### src/rtl/bs_pkg.sv
`timescale 1ns/1ps
`default_nettype none
// ============================================================================
// Module  : bs_pkg
// Brief   : Shared types, constants and packet field helpers for bs_gnrtr_rr.
// Revision: 1.0 - initial release
// ============================================================================
package bs_pkg;

    localparam int c_MAX_PCKG = 1024;
    localparam int c_MAX_ADDR = 32;
    localparam logic [c_MAX_ADDR-1:0] c_BROADCAST_ALL = '1;

    typedef enum logic [2:0] {
        IDLE   = 3'd0,
        POP    = 3'd1,
        DECODE = 3'd2,
        WAIT   = 3'd3,
        PUSH   = 3'd4
    } state_t;

    // Packets are zero-extended to c_MAX_PCKG; the result is masked to addr_sz bits.
    function automatic logic [c_MAX_ADDR-1:0] get_target(input logic [c_MAX_PCKG-1:0] pkt,
                                                         input int pckg_sz,
                                                         input int addr_sz);
        return c_MAX_ADDR'(pkt >> (pckg_sz - addr_sz)) & ~(c_BROADCAST_ALL << addr_sz);
    endfunction

    function automatic logic [c_MAX_ADDR-1:0] get_source(input logic [c_MAX_PCKG-1:0] pkt,
                                                         input int pckg_sz,
                                                         input int addr_sz);
        return c_MAX_ADDR'(pkt >> (pckg_sz - 2 * addr_sz)) & ~(c_BROADCAST_ALL << addr_sz);
    endfunction

endpackage
`default_nettype wire

### src/rtl/bs_rr_arb.sv
`timescale 1ns/1ps
`default_nettype none
// ============================================================================
// Module  : bs_rr_arb
// Brief   : Combinational round-robin select: first request at or above ptr.
// Revision: 1.0 - initial release
// ============================================================================
module bs_rr_arb #(
    parameter int N     = 4,
    parameter int IDX_W = $clog2(N)
) (
    input  logic [N-1:0]     req,
    input  logic [IDX_W-1:0] ptr,
    output logic [IDX_W-1:0] winner,
    output logic             valid
);

    logic [N-1:0]     w_rot;
    logic [IDX_W-1:0] w_off;
    logic [IDX_W:0]   w_sum;

    // Rotate requests so ptr lands on bit 0, then pick the lowest set bit.
    always_comb begin
        w_rot = N'({req, req} >> ptr);
        w_off = '0;
        valid = 1'b0;
        for (int j = N - 1; j >= 0; j--) begin
            if (w_rot[j]) begin
                w_off = IDX_W'(j);
                valid = 1'b1;
            end
        end
        w_sum = {1'b0, ptr} + {1'b0, w_off};
        if (w_sum >= (IDX_W + 1)'(N)) begin
            w_sum = w_sum - (IDX_W + 1)'(N);
        end
        winner = w_sum[IDX_W-1:0];
    end

endmodule
`default_nettype wire

### src/rtl/bs_gnrtr_rr.sv
`timescale 1ns/1ps
`default_nettype none
// ============================================================================
// Module  : bs_gnrtr_rr
// Brief   : Round-robin single-packet bus between driver FIFOs with backpressure.
// Revision: 1.0 - initial release
// ============================================================================
module bs_gnrtr_rr
    import bs_pkg::*;
#(
    parameter int                 DRVRS     = 4,
    parameter int                 PCKG_SZ   = 128,
    parameter int                 ADDR_SZ   = 8,
    parameter logic [ADDR_SZ-1:0] BROADCAST = c_BROADCAST_ALL[ADDR_SZ-1:0]
) (
    input  logic                       clk,
    input  logic                       reset,
    input  logic [DRVRS-1:0]           pndng,
    input  logic [DRVRS-1:0]           full,
    input  logic [DRVRS*PCKG_SZ-1:0]   D_pop,
    output logic [DRVRS-1:0]           pop,
    output logic [DRVRS-1:0]           push,
    output logic [DRVRS*PCKG_SZ-1:0]   D_push,
    output logic                       drop,
    output logic [15:0]                drop_cnt
);

    localparam int               c_IDX_W = $clog2(DRVRS);
    localparam logic [DRVRS-1:0] c_ONE   = DRVRS'(1);

    state_t               r_state;
    logic [c_IDX_W-1:0]   r_grant;
    logic [c_IDX_W-1:0]   r_ptr;
    logic [PCKG_SZ-1:0]   r_pkt;
    logic [PCKG_SZ-1:0]   r_dpush;
    logic [DRVRS-1:0]     r_pop;
    logic [DRVRS-1:0]     r_push;
    logic [DRVRS-1:0]     r_dest;
    logic                 r_drop;
    logic [15:0]          r_drop_cnt;

    logic [c_IDX_W-1:0]   w_winner;
    logic                 w_valid;
    logic [PCKG_SZ-1:0]   w_sel;
    logic [ADDR_SZ-1:0]   w_target;
    logic                 w_is_bcast;
    logic                 w_tgt_ok;
    logic [DRVRS-1:0]     w_dest;

    bs_rr_arb #(
        .N     (DRVRS),
        .IDX_W (c_IDX_W)
    ) u_arb (
        .req    (pndng),
        .ptr    (r_ptr),
        .winner (w_winner),
        .valid  (w_valid)
    );

    always_comb begin
        w_sel = '0;
        for (int k = 0; k < DRVRS; k++) begin
            if (r_grant == c_IDX_W'(k)) begin
                w_sel = D_pop[k*PCKG_SZ +: PCKG_SZ];
            end
        end
    end

    // Destination decode from the latched packet; broadcast excludes the source lane.
    always_comb begin
        w_target   = ADDR_SZ'(get_target(c_MAX_PCKG'(r_pkt), PCKG_SZ, ADDR_SZ));
        w_is_bcast = (w_target == BROADCAST);
        w_tgt_ok   = w_is_bcast || (c_MAX_ADDR'(w_target) < c_MAX_ADDR'(DRVRS));
        w_dest     = w_is_bcast ? ~(c_ONE << r_grant) : (c_ONE << w_target);
    end

    always_ff @(posedge clk or negedge reset) begin
        if (!reset) begin
            r_state    <= IDLE;
            r_grant    <= '0;
            r_ptr      <= '0;
            r_pkt      <= '0;
            r_dpush    <= '0;
            r_pop      <= '0;
            r_push     <= '0;
            r_dest     <= '0;
            r_drop     <= 1'b0;
            r_drop_cnt <= '0;
        end else begin
            r_pop  <= '0;
            r_push <= '0;
            r_drop <= 1'b0;
            case (r_state)
                IDLE: begin
                    if (w_valid) begin
                        r_grant <= w_winner;
                        r_pop   <= c_ONE << w_winner;
                        r_state <= POP;
                    end
                end
                POP: begin
                    r_pkt   <= w_sel;
                    r_ptr   <= (r_grant == c_IDX_W'(DRVRS - 1)) ? '0 : r_grant + c_IDX_W'(1);
                    r_state <= DECODE;
                end
                DECODE: begin
                    if (!w_tgt_ok) begin
                        r_drop <= 1'b1;
                        if (r_drop_cnt != 16'hFFFF) begin
                            r_drop_cnt <= r_drop_cnt + 16'd1;
                        end
                        r_state <= IDLE;
                    end else begin
                        r_dest <= w_dest;
                        // Skip WAIT when nothing is blocked so the push lands one cycle sooner.
                        if ((w_dest & full) == '0) begin
                            r_push  <= w_dest;
                            r_dpush <= r_pkt;
                            r_state <= PUSH;
                        end else begin
                            r_state <= WAIT;
                        end
                    end
                end
                WAIT: begin
                    if ((r_dest & full) == '0) begin
                        r_push  <= r_dest;
                        r_dpush <= r_pkt;
                        r_state <= PUSH;
                    end
                end
                PUSH: begin
                    r_state <= IDLE;
                end
                default: begin
                    r_state <= IDLE;
                end
            endcase
        end
    end

    assign pop      = r_pop;
    assign push     = r_push;
    assign D_push   = {DRVRS{r_dpush}};
    assign drop     = r_drop;
    assign drop_cnt = r_drop_cnt;

endmodule
`default_nettype wire

### config.mk
export PLATFORM = sky130hd
export DESIGN_NAME = bs_gnrtr_rr
export DESIGN_NICKNAME = d
export VERILOG_FILES = /design/src/rtl/bs_pkg.sv /design/src/rtl/bs_rr_arb.sv /design/src/rtl/bs_gnrtr_rr.sv
export SDC_FILE = /design/constraint.sdc
export NUM_CORES = 1
export LEC_CHECK = 0
export ABC_AREA = 1
export BUFFER_PORTS_ARGS = -buffer_cell sky130_fd_sc_hd__buf_4
export CORE_AREA = 2 2 416 418
export DETAILED_ROUTE_END_ITERATION = 7
export DIE_AREA = 0 0 418 420
export HOLD_SLACK_MARGIN = 0.02
export PLACE_DENSITY = 0.3
export SYNTH_ARGS = -nofsm -noshare
export SYNTH_HDL_FRONTEND = slang
export SYNTH_SLANG_ARGS = --single-unit
### constraint.sdc
create_clock -name clk -period 2.86 [get_ports clk]
set_clock_uncertainty 0.2 [all_clocks]
set_input_delay 0.286 -clock clk [delete_from_list [all_inputs] [get_ports clk]]
set_output_delay 0.286 -clock clk [all_outputs]
set_load 0.03 [all_outputs]
==> run summary <==
syn nets: 2890
Root Driver: clkbuf_16
GP Congestion: 0.827
area grow syn2layout: 71.5%
critical path's top delay family: buffers and inverters
CP Buf/Inv Count: 4
Die Wd: 418 um
register area: 7310 um^2
num rows: 152
leading area contributor after synthesis: dfrtp_1
met2 wire len: 59.0 mm
Max Transition Viols Final: 0
CTS tree: done
Clk Latency, worst-skew pair: 0.62 ns
mapped cell area: 18100 um^2
First DRT Iteration DRCs: 1016
Port Buffer Count: 1058
crit path kind: in -> reg
# fillers: 19400
register clock-pin slew on the reported worst setup and hold paths: 0.06 ns
grt ovf: 0
multi-input logic area: 7050 um^2
Worst Tran Pin Value: 0.949 ns
CTS buffer count: 44
largest net degree at the start of global routing: 141
pwr/cell area: 1300 nW/um^2
Avg Synthesized Cell Area: 7.65 um^2
setup TNS: 0 ns
Core Util, Final: 18.1%
drt via density: 3.55
met3 wire len: 5.11 mm
Syn Inst Count: 2362
htree depth: 2
max cap viols: 0
Post-synth EDFFs: 0
Max-Slew Margin vs Limit: 36.7%
Setup WS post-layout: 0.124 ns
ys flop type: dfrtp_1
flops & latches, synth: 292
DIE HEIGHT: 420 um
Detail Placement HPWL: 92.7 mm
worst-path cell chain: dlygate4sd3_1 -> buf_4 -> a22o_1 -> dlygate4sd3_1 -> nor2_1 -> nand2_1 -> nand2_4 -> buf_12 -> nand3_1 -> nand2_1
WL per Instance: 21.7 um
Total Power: 40.3 mW
warnings from Yosys: 0
unrepaired setup endpoints after global routing: no
critical path's slowest cell: dlygate4sd3_1
Req. time, crit path: 3.21 ns
DRC: 0
crit path launch type: input port
Worst Setup End Kind: register
Worst VDD drop: 0.588 mV
Hold WC Path Type: in -> reg
Lkg Pwr: 14.6 nW
worst setup slack after placement: 0.137 ns
IO Pins: 1059
number of detailed-route iterations in the first pass: 5
most frequent cells in the layout: buf_4 (1105), nand2_1 (591), dlygate4sd3_1 (314)
CP peak stage delay: 0.56 ns
Tmin final: 2.74 ns
FMAX: 0.365 GHz
via count: 19900
Max clock buf depth: 3
vias in the first global route: 20000
antenna-violating nets left: 0
FFs w/ async S/R, synth: 100%
final worst-path cycle share: 95.7%
met1 WL: 54.6 mm
Initial Utilization: 10.6%
final hold vios: 0
die area: 176000 um^2
Final #Nets: 3848
TritonCTS Sinks: 292
initial antenna violation count: 15
endpoints failing setup: 0
CORE AREA: 171000 um^2
status: complete, no violations
share of the synthesized area in the top cell type: 40.4%
Distinct cells, synth: 35
Worst Path Arrival: 3.09 ns
peak fanout along the critical path: 67
synth top area cells: dfrtp_1 (40%), buf_4 (16%), nand2_1 (12%), a21oi_1 (6.9%), a22oi_1 (5.3%)
DRT Wirelength: 121 mm
Highest Signal Layer: met5
register area share after synthesis: 40.4%
Total Routing Usage GR: 12.9%
first-pass GRT wire length: 161 mm
most common cell after layout, fill and taps aside: buf_4
layout cell share with drive strength beyond 1: 36.7%
logic make-up (layout without fill, tap and decap cells):
group | count (synthesis) | in the layout | share of synthesized area (%)
simple gates | 919 | 919 | 20.5
buf+inv | 586 | 1578 | 21.0
compound gates | 547 | 547 | 17.1
flops | 292 | 292 | 40.4
xor+xnor | 12 | 12 | 0.582
fa+ha+maj | 6 | 6 | 0.415
other cells | 0 | 5 | 0
routing by layer:
layer  track usage (%)  vias up
met5                 0        -
met4              3.00        8
met3              2.05      125
met2              21.5      537
met1              17.5     9817
li1                  -     9387
worst paths after layout:
check                      startpoint           to  slack [ns]  cells past startpoint
min in group asynchronous       reset    r_pkt[55]        0.09                      2
max                           full[0]  r_dpush[71]        0.12                     10
min                        D_pop[323]    r_pkt[67]        0.02                      5
max in group asynchronous       reset      push[0]        1.56                      3
min reg2reg                 r_pkt[37]  r_dpush[37]        0.30                      2
max reg2reg                r_grant[0]    r_pkt[33]        0.16                      9
cell type report:
| class | count | area share [%] |
|---|---|---|
| antenna | 5 | 0.0404 |
| inverter | 47 | 0.601 |
| tap | 2233 | 9.01 |
| sequential | 292 | 23.6 |
| clock buffer | 60 | 4.07 |
| timing repair buffer | 1451 | 39.0 |
| clock inverter | 20 | 0.957 |
| multi-input combinational | 1484 | 22.7 |
report_power, final:
part,switching [mW],internal [mW]
Clock,2.35,3.65
Sequential,3.19,6.07
Combinational,16.2,8.90
cells in the mapped netlist, types with 6 or more instances:
cell type  count
ha_1           6
buf_1         12
nor2_1       153
nor3_1         7
buf_6         10
xor2_1         9
a22oi_1      128
nand2_1      593
buf_2         32
o21ai_0      155
nand3_1      145
a21oi_1      250
buf_4        391
dfrtp_1      292
clkbuf_1      93
nand4_1        6
inv_1         42
worst reg2reg max path: stages, from the launching register on:
cell and delay, ns:
dfrtp_1 0.36, buf_4 0.15, ha_4 0.20, buf_12 0.21, buf_4 0.28, a22oi_1 0.13
o21ai_0 0.34, nand2_1 0.10, a21oi_1 0.13, dlygate4sd3_1 0.55
sequential cells by signal, summed over array words and instances, names as in the netlist:
register  flops
r_dpush     128
r_pkt       128
drop_cnt     16
pop           4
push          4
r_dest        4
r_state       3
r_grant       2
r_ptr         2
drop          1
timing repair:
| item | 4_1_cts | 5_1_grt |
|---|---|---|
| setup buffers | 0 | 9 |
| hold endpoints to repair | 296 | 0 |
| resized for setup | 0 | 8 |
| hold buffers | 314 | 0 |
| endpoints found under the setup margin | 0 | 31 |
stage by stage:
step / instances / hold slack (ns) / instance area [um^2]
6_report: 5592 / 0.0219 / 31000
4_1_cts: 5575 / 0.0223 / 30800
2_1_floorplan: 2362 / -0.210 / 18100
3_5_place_dp: 5181 / 0.148 / 26100
3_3_place_gp: 5181 / 0.135 / 26100
5_1_grt: 5587 / 0.0534 / 31000
Power figures use the tool's default switching activity.
